### src/rtl/spi_pkg.sv
// Shared types and constants for the single-byte SPI master.
package spi_pkg;

  localparam int unsigned SPI_WORD_W      = 8;
  localparam int unsigned CLK_DIV_DEFAULT = 4;

  typedef enum logic [2:0] {
    StIdle,
    StSetup,
    StXfer,
    StHold,
    StDone
  } spi_state_e;

endpackage

### src/rtl/spi_clk_gen.sv
// Half-period timer for the SPI master: strobes half_tick every CLK_DIV clocks while enabled
// and toggles SCK on the strobe when toggling is allowed. SCK is forced low when disabled.
module spi_clk_gen #(
  parameter int unsigned CLK_DIV = 4
) (
  input  logic clk,
  input  logic rst_n,
  input  logic en,
  input  logic toggle_en,
  output logic half_tick,
  output logic sck
);

  logic [7:0] cnt_q, cnt_d;
  logic       sck_q, sck_d;

  always_comb begin
    half_tick = en && (cnt_q == 8'(CLK_DIV - 1));
    cnt_d     = cnt_q + 8'd1;
    sck_d     = sck_q;
    if (!en || half_tick) begin
      cnt_d = '0;
    end
    if (!en) begin
      sck_d = 1'b0;
    end else if (half_tick && toggle_en) begin
      sck_d = ~sck_q;
    end
  end

  always_ff @(posedge clk or negedge rst_n) begin
    if (!rst_n) begin
      cnt_q <= '0;
      sck_q <= 1'b0;
    end else begin
      cnt_q <= cnt_d;
      sck_q <= sck_d;
    end
  end

  assign sck = sck_q;

endmodule

### src/rtl/spi_master_core.sv
// Single-byte mode-0 SPI master, full duplex, one chip-selected frame per command edge.
// Define SPI_LSB_FIRST_EN for LSB-first bit order on MOSI and MISO (timing unchanged).
module spi_master_core
  import spi_pkg::*;
#(
  parameter int unsigned CLK_DIV = CLK_DIV_DEFAULT
) (
  input  logic                  clk,
  input  logic                  rst_n,
  input  logic                  spi_wr_cmd,
  input  logic                  spi_rd_cmd,
  input  logic [SPI_WORD_W-1:0] mosi_data,
  output logic [SPI_WORD_W-1:0] miso_data,
  output logic                  SCK,
  output logic                  MOSI,
  output logic                  CS,
  input  logic                  MISO,
  output logic                  busy,
  output logic                  done
);

  spi_state_e            state_q, state_d;
  logic                  req, req_q, start;
  logic [SPI_WORD_W-1:0] tx_q, tx_d, rx_q, rx_d, miso_data_q, miso_data_d;
  logic                  rd_flag_q, rd_flag_d;
  logic [3:0]            half_cnt_q, half_cnt_d;
  logic                  clk_en, toggle_en, half_tick, sck, sck_rise, sck_fall;

  assign req   = spi_wr_cmd | spi_rd_cmd;
  assign start = (state_q == StIdle) && req && !req_q;

  assign clk_en = (state_q == StSetup) || (state_q == StXfer) || (state_q == StHold);
  // The last XFER half keeps SCK low so HOLD follows a full low half-period.
  assign toggle_en = (state_q == StSetup) || ((state_q == StXfer) && (half_cnt_q != 4'd15));
  assign sck_rise  = half_tick && toggle_en && !sck;
  assign sck_fall  = half_tick && toggle_en && sck;

  spi_clk_gen #(
    .CLK_DIV(CLK_DIV)
  ) u_clk_gen (
    .clk      (clk),
    .rst_n    (rst_n),
    .en       (clk_en),
    .toggle_en(toggle_en),
    .half_tick(half_tick),
    .sck      (sck)
  );

  always_comb begin
    state_d     = state_q;
    tx_d        = tx_q;
    rx_d        = rx_q;
    rd_flag_d   = rd_flag_q;
    half_cnt_d  = half_cnt_q;
    miso_data_d = miso_data_q;
    unique case (state_q)
      StIdle: begin
        if (start) begin
          state_d   = StSetup;
          tx_d      = spi_wr_cmd ? mosi_data : '0;
          rd_flag_d = spi_rd_cmd;
          rx_d      = '0;
        end
      end
      StSetup: if (half_tick) state_d = StXfer;
      StXfer: begin
        if (half_tick) begin
          half_cnt_d = half_cnt_q + 4'd1;
          if (half_cnt_q == 4'd15) state_d = StHold;
        end
      end
      StHold: begin
        if (half_tick) begin
          state_d = StDone;
          if (rd_flag_q) miso_data_d = rx_q;
        end
      end
      StDone: begin
        state_d    = StIdle;
        half_cnt_d = '0;
      end
      default: state_d = StIdle;
    endcase
`ifdef SPI_LSB_FIRST_EN
    if (sck_rise) rx_d = {MISO, rx_q[SPI_WORD_W-1:1]};
    if (sck_fall) tx_d = {1'b0, tx_q[SPI_WORD_W-1:1]};
`else
    if (sck_rise) rx_d = {rx_q[SPI_WORD_W-2:0], MISO};
    if (sck_fall) tx_d = {tx_q[SPI_WORD_W-2:0], 1'b0};
`endif
  end

  always_ff @(posedge clk or negedge rst_n) begin
    if (!rst_n) begin
      state_q     <= StIdle;
      req_q       <= 1'b0;
      tx_q        <= '0;
      rx_q        <= '0;
      rd_flag_q   <= 1'b0;
      half_cnt_q  <= '0;
      miso_data_q <= '0;
    end else begin
      state_q     <= state_d;
      req_q       <= req;
      tx_q        <= tx_d;
      rx_q        <= rx_d;
      rd_flag_q   <= rd_flag_d;
      half_cnt_q  <= half_cnt_d;
      miso_data_q <= miso_data_d;
    end
  end

`ifdef SPI_LSB_FIRST_EN
  assign MOSI = clk_en & tx_q[0];
`else
  assign MOSI = clk_en & tx_q[SPI_WORD_W-1];
`endif
  assign CS        = ~clk_en;
  assign SCK       = sck;
  assign busy      = (state_q != StIdle);
  assign done      = (state_q == StDone);
  assign miso_data = miso_data_q;

endmodule

### config.mk
export PLATFORM = sky130hd
export DESIGN_NAME = spi_master_core
export DESIGN_NICKNAME = d
export VERILOG_FILES = /design/src/rtl/spi_pkg.sv /design/src/rtl/spi_clk_gen.sv /design/src/rtl/spi_master_core.sv
export SDC_FILE = /design/constraint.sdc
export NUM_CORES = 1
export LEC_CHECK = 0
export BUFFER_PORTS_ARGS = -buffer_cell sky130_fd_sc_hd__buf_2
export CAP_MARGIN = 30
export CORE_ASPECT_RATIO = 0.7
export CORE_MARGIN = 1.5
export CORE_UTILIZATION = 45
export DETAILED_ROUTE_END_ITERATION = 10
export GPL_ROUTABILITY_DRIVEN = 0
export SKIP_LAST_GASP = 1
export SLEW_MARGIN = 15
export SYNTH_ARGS = -nofsm -noshare
export SYNTH_HDL_FRONTEND = slang
export SYNTH_HIERARCHICAL = 1
export SYNTH_SLANG_ARGS = --single-unit
### constraint.sdc
create_clock -name clk -period 4.2 [get_ports clk]
set_clock_uncertainty 0.05 [all_clocks]
set_input_delay 0.42 -clock clk [delete_from_list [all_inputs] [get_ports clk]]
set_output_delay 0.42 -clock clk [all_outputs]
set_load 0.05 [all_outputs]
# --- Yosys cells after proc, flatten, opt, wreduce, memory -nomap -nowiden ---
# Cells that the tools add are included.
classes:
  mux: 18
  bitwise: 4
  eq_ne: 13
  addsub: 2
  n_reduce_logical: 27
op_table:
  columns: ["operator", "count"]
  rows:
  - ["$mux W8", 8]
  - ["$mux W3", 5]
  - ["$pmux W3 S4", 1]
  - ["$reduce_bool A2 Y1", 5]
  - ["$add A8 B1 Y8 const B", 1]
  - ["$eq A8 B2 Y1 const B", 1]
  - ["$ne A2 B2 Y1 const B", 4]
  - ["$pmux W4 S2", 1]
  - ["$reduce_and A2 Y1", 4]
  - ["$logic_and A1 B1 Y1", 7]
  - ["$eq A3 B2 Y1 const B", 2]
  - ["$reduce_and A5 Y1", 1]
  - ["$add A4 B1 Y4 const B", 1]
  - ["$eq A4 B4 Y1 const B", 1]
  - ["$logic_or A1 B1 Y1", 4]
  - ["$mux W4", 1]
  - ["$ne A2 B1 Y1 const B", 2]
  - ["$ne A4 B4 Y1 const B", 1]
  - ["$eq A3 B1 Y1 const B", 1]
  - ["$eq A3 B3 Y1 const B", 1]
  - ["$logic_not A1 Y1", 3]
  - ["$logic_not A3 Y1", 1]
  - ["$reduce_and A3 Y1", 1]
  - ["$reduce_bool A3 Y1", 1]
  - ["4 further kinds", 6]
totals:
  word_cells: 73
  out_inout_bits: 13
  regBits: 42
  in_bits: 13

# --- Logic depth before layout (Yosys ltp) ---
logic_depth:
  ltp_word: 8
  ltp_mapped: 8
  ltp_nobuf: 8

# --- Modules after synthesis ---
# The synthesis kept the hierarchy.
modules_own_cells:
  columns: ["mod", "cells_each", "instances", "seq_area_each_um2", "area_each_um2"]
  rows:
  - ["spi_master_core", 145, 1, 825.8, 1656.6]
  - ["spi_clk_gen", 43, 1, 225.2, 461.7]

# --- Worst setup path after synthesis ---
# No wires, ideal clock.
synth_timing:
  path_type: "register to register"
  startpoint: "reg u_clk_gen.cnt_q[0]"
  endpoint: "reg tx_q[1]"
  path_buffers: 0
  period_less_slack_ns: 2.564
  path_stages_with_launch: 9
  setup_slack_ns: 1.636
  arrival_ns: 2.389
  required_ns: 4.025
  setup_ns: 0.125
  path_cell_list: "dfrtp_1 > ha_1 > or4b_4 > nor4_1 > and2_1 > nor2b_1 > nand2_1 > nor2_2 > mux2_2"
synth_via:
  elab_chain_cells: 6
  word_cells_on_any_way: 8
  cone_classes: "1 x eq/ne; 1 x mux; 6 x reduce/logical"
synth_lines:
  columns: ["element", "line", "source"]
  rows:
  - ["start: declaration", "spi_clk_gen.sv:14", "logic [7:0] cnt_q, cnt_d;"]
  - ["start signal: assignment", "spi_clk_gen.sv:36", "cnt_q <= cnt_d;"]
  - ["$eq A8 B2 Y1 (*)", "spi_clk_gen.sv:18", "half_tick = en && (cnt_q == 8'(CLK_DIV - 1));"]
  - ["$logic_and A1 B1 Y1 (*)", "spi_clk_gen.sv:18", null]
  - ["via half_tick", "spi_master_core.sv:27", "logic clk_en, toggle_en, half_tick, sck, sck_rise, sck_fall;"]
  - ["$logic_and A1 B1 Y1 (*) (2 in series)", "spi_master_core.sv:36", "assign sck_fall = half_tick && toggle_en && sck;"]
  - ["$reduce_bool A2 Y1 (no source line)", null, null]
  - ["$reduce_and A2 Y1 (no source line)", null, null]
  - ["end signal: assignment", "spi_master_core.sv:105", "tx_q <= tx_d;"]
  - ["end: declaration", "spi_master_core.sv:24", "logic [SPI_WORD_W-1:0] tx_q, tx_d, rx_q, rx_d, miso_data_q, miso_data_d;"]
# The timed path passes the listed nets; every way through them passes the cells marked *.
# A chain may end at the register's enable or synchronous reset.

# --- Worst setup path after layout ---
layout_timing:
  startpoint: "reg u_clk_gen.cnt_q[0]"
  endpoint: "reg miso_data_q[1] (netlist: miso_data[1])"
layout_via:
  elab_chain_cells: 3
layout_lines:
  columns: ["element", "line", "source"]
  rows:
  - ["$eq A8 B2 Y1", "spi_clk_gen.sv:18", null]
  - ["$logic_and A1 B1 Y1", "spi_clk_gen.sv:18", null]
  - ["via half_tick", "spi_master_core.sv:27", null]
  - ["$reduce_and A3 Y1 (no source line)", null, null]
  - ["end signal: assignment", "spi_master_core.sv:109", "miso_data_q <= miso_data_d;"]
  - ["end: declaration", "spi_master_core.sv:24", null]
# The timed path passes the listed nets, and every way through them passes these cells.

==> results.sh <==
export IMPL_status="complete, no violations"
export IMPL_syn_num_nets=203
export IMPL_crit_type="flop to flop"
export IMPL_synth_edf_count=0
export IMPL_drtAntennaViolNets=0
export IMPL_power_internal_uw=828.2
export IMPL_leakage_nw=1.153
export IMPL_drv_cap=0
export IMPL_ff2ff_setup_slack_ns=1.29
export IMPL_grt_use_total_pct=16.52
export IMPL_synthCells=188
export IMPL_worst_pin_slew_ns=0.7020
export IMPL_finalCritPeriodShare_pct=69.39
export IMPL_power_switching_uw=539.7
export IMPL_arrival_ns=3.03
export IMPL_port_buffer_count=25
export IMPL_core_area_um2=4429
export IMPL_grt_overflow=0
export IMPL_crit_family="simple AND/OR/NAND/NOR gates"
export IMPL_dp_hpwl_mm=2.710
export IMPL_synthFlopType="dfrtp_1"
export IMPL_cpPeakStageDelay_ns=0.52
export IMPL_syn_area_um2=2118
export IMPL_netlist_top_cells_count="42 x dfrtp_1, 13 x nand2_1, 11 x nor2_1"
export IMPL_relSlewSlack_pct=53.17
export IMPL_synth_seq_cells=42
export IMPL_start_util_pct=47.82
export IMPL_post_cts_setup_buffer_count=0
export IMPL_slew_violations=0
export IMPL_netlist_top_cells_area="dfrtp_1 50%, mux2_4 5.7%, mux2_1 4.8%, mux2_2 3.2%, nor2b_1 2.4%"
export IMPL_num_rows=20
export IMPL_clkLatencyLatePin_ns=0.29
export IMPL_cts_made_buffers=5
export IMPL_yosysSeqAreaShare_pct=49.62
export IMPL_power_frac_seq_pct=44.0
export IMPL_yosysMostFrequentCell="dfrtp_1"
export IMPL_worstSetupEndpointType="flop"
export IMPL_power_share_clock_pct=17.6
export IMPL_timing_hold_ws_ns=0.3179
export IMPL_synthDistinctLibCells=45
export IMPL_slowest_stage="or4b_4"
export IMPL_crit_fanout=8
export IMPL_cp_start_kind="flop"
export IMPL_async_flop_share_pct=100.0
export IMPL_p_sw_share_pct=39.46
export IMPL_drt_pass1_iter_count=4
export IMPL_drc=0
export IMPL_pwr_share_comb_pct=38.4
export IMPL_fin_crit_ns=2.914
export IMPL_die_h_um=60.41
export IMPL_num_io_pins=26
export IMPL_finalHoldViolations=0
export IMPL_synth_area_per_cell_um2=11.27
export IMPL_tns_ns=0
export IMPL_cts_sinks=42
export IMPL_cts_tree="done"
export IMPL_drt_iter0_drc=91
export IMPL_htreeDepth=2
export IMPL_viasPerCell=5.418
export IMPL_cts_root_buf="clkbuf_8"
export IMPL_wl_mm=3.816
export IMPL_hp_class="input port to flop"
export IMPL_antenna_found_initial=0
export IMPL_crit_chain="ha_1, or4b_4, nor4_1, and2_1, nor2b_1, and3_1, nand2_1, mux2_1"
export IMPL_wl_per_cell_um=14.24
export IMPL_crit_buf_inv=0
export IMPL_fmax_mhz=343.1
export IMPL_rsz0062_at_grt="no"
export IMPL_clkSlewWorstSetupHoldPaths_ns=0.08
export IMPL_syn_to_final_growth_pct=11.05
export IMPL_ir_drop_uv=259.5
export IMPL_grt_pass1_vias=1384
export IMPL_die_area_um2=5135
export IMPL_cts_buffer_depth=2
export IMPL_diodes=0
export IMPL_grt_max_degree=43
export IMPL_vias=1452
export IMPL_required_ns=4.31
export IMPL_ys_warn_count=6
export IMPL_power_density_nw_per_um2=581.6
export IMPL_synth_top_area_cell="dfrtp_1"
export IMPL_grt_pass1_wl_mm=6.486
export IMPL_die_width_um=85.01
export IMPL_setup_viol=0
export IMPL_nets=228
export IMPL_yosys_area_top_type_share_pct=49.62
export IMPL_drive_gt1_share_pct=25.82
==> layout make-up <==
class	instances	area, um^2
Multi-Input combinational cell	131	975.9
Clock buffer	5	68.82
Clock inverter	2	10.01
Inverter	6	22.52
Fill cell	392	2077
Sequential cell	42	1051
Timing Repair Buffer	27	155.1
Tap cell	55	68.82
==> metal layers <==
layer | up-vias | global-route usage, % | wire length [um]
met1 | 695 | 24.06 | 2005
li1 | 717 | - | -
met5 | - | 0 | 0
met3 | 7 | 4.626 | 172
met2 | 33 | 24.04 | 1594
met4 | 0 | 5.621 | 44
==> cells by family (layout without fill, tap and decap cells) <==
logic type / after synthesis / in the layout / synth area share (%)
xor+xnor: 4 / 4 / 1.654
mux: 25 / 25 / 14.59
compound gates: 39 / 39 / 12.23
fa+ha+maj: 2 / 2 / 1.181
buf+inv: 15 / 40 / 4.312
simple gates: 61 / 61 / 16.42
flops: 42 / 42 / 49.62
==> worst register-to-register path: stages, from the launching register on <==
cell and delay (ns):
dfrtp_1 0.40, ha_1 0.24, or4b_4 0.52, nor4_1 0.18, and2_1 0.30, nor2b_1 0.26, and3_1 0.21, nand2_1 0.24
mux2_1 0.39
==> state kept, by name (all words and copies together) (netlist names) <==
| name | flops |
|---|---|
| state_q | 3 |
| tx_q | 8 |
| rx_q | 8 |
| u_clk_gen/cnt_q | 8 |
| miso_data | 8 |
| half_cnt_q | 4 |
| req_q | 1 |
| rd_flag_q | 1 |
| u_clk_gen/sck | 1 |
==> through the flow <==
stage	std cells	setup WS [ns]	utilization (%)	area, um^2	power, mW
final	268	1.286	53.11	2352	1.368
after global routing	268	1.028	53.11	2352	1.466
after CTS	266	1.283	52.43	2322	1.373
after detailed placement	259	1.304	50.65	2243	1.130
after global placement	259	1.401	50.65	2243	1.112
after floorplan	188	1.636	-	2118	1.040
==> power groups by stage <==
stage          clock, mW  combinational [mW]  sequential [mW]
3_3_place_gp           0               0.511            0.601
4_1_cts            0.249               0.525            0.599
5_1_grt            0.269               0.580            0.617
3_5_place_dp           0               0.523            0.607
2_1_floorplan          0               0.440            0.600
6_report           0.241               0.526            0.601
==> path summary, 6_finish.rpt <==
check	endpoint	startpoint	cells after the start
worst max-delay path	miso_data[1]	u_clk_gen/cnt_q[0]	8
max in group asynchronous	miso_data[2]	rst_n	3
worst max register to register	miso_data[1]	u_clk_gen/cnt_q[0]	8
worst min-delay path	rx_q[0]	MISO	2
worst min register to register	miso_data[6]	miso_data[6]	1
min in group asynchronous	u_clk_gen/sck	rst_n	2
==> cell usage in the layout (no fill, tap or decap), types with 7 or more instances in the layout <==
cell / count
o21ai_1: 7
mux2_1: 9
nor2_1: 11
buf_2: 25
nor2b_1: 8
nand2_1: 13
dfrtp_1: 42
mux2_4: 8
a21oi_1: 7
o21ai_0: 7
==> timing repair <==
item / CTS / global route
hold endpoints to repair: 0 / 12
hold buffers: 0 / 1
resized for setup: 0 / 0
Power figures use the tool's default switching activity.
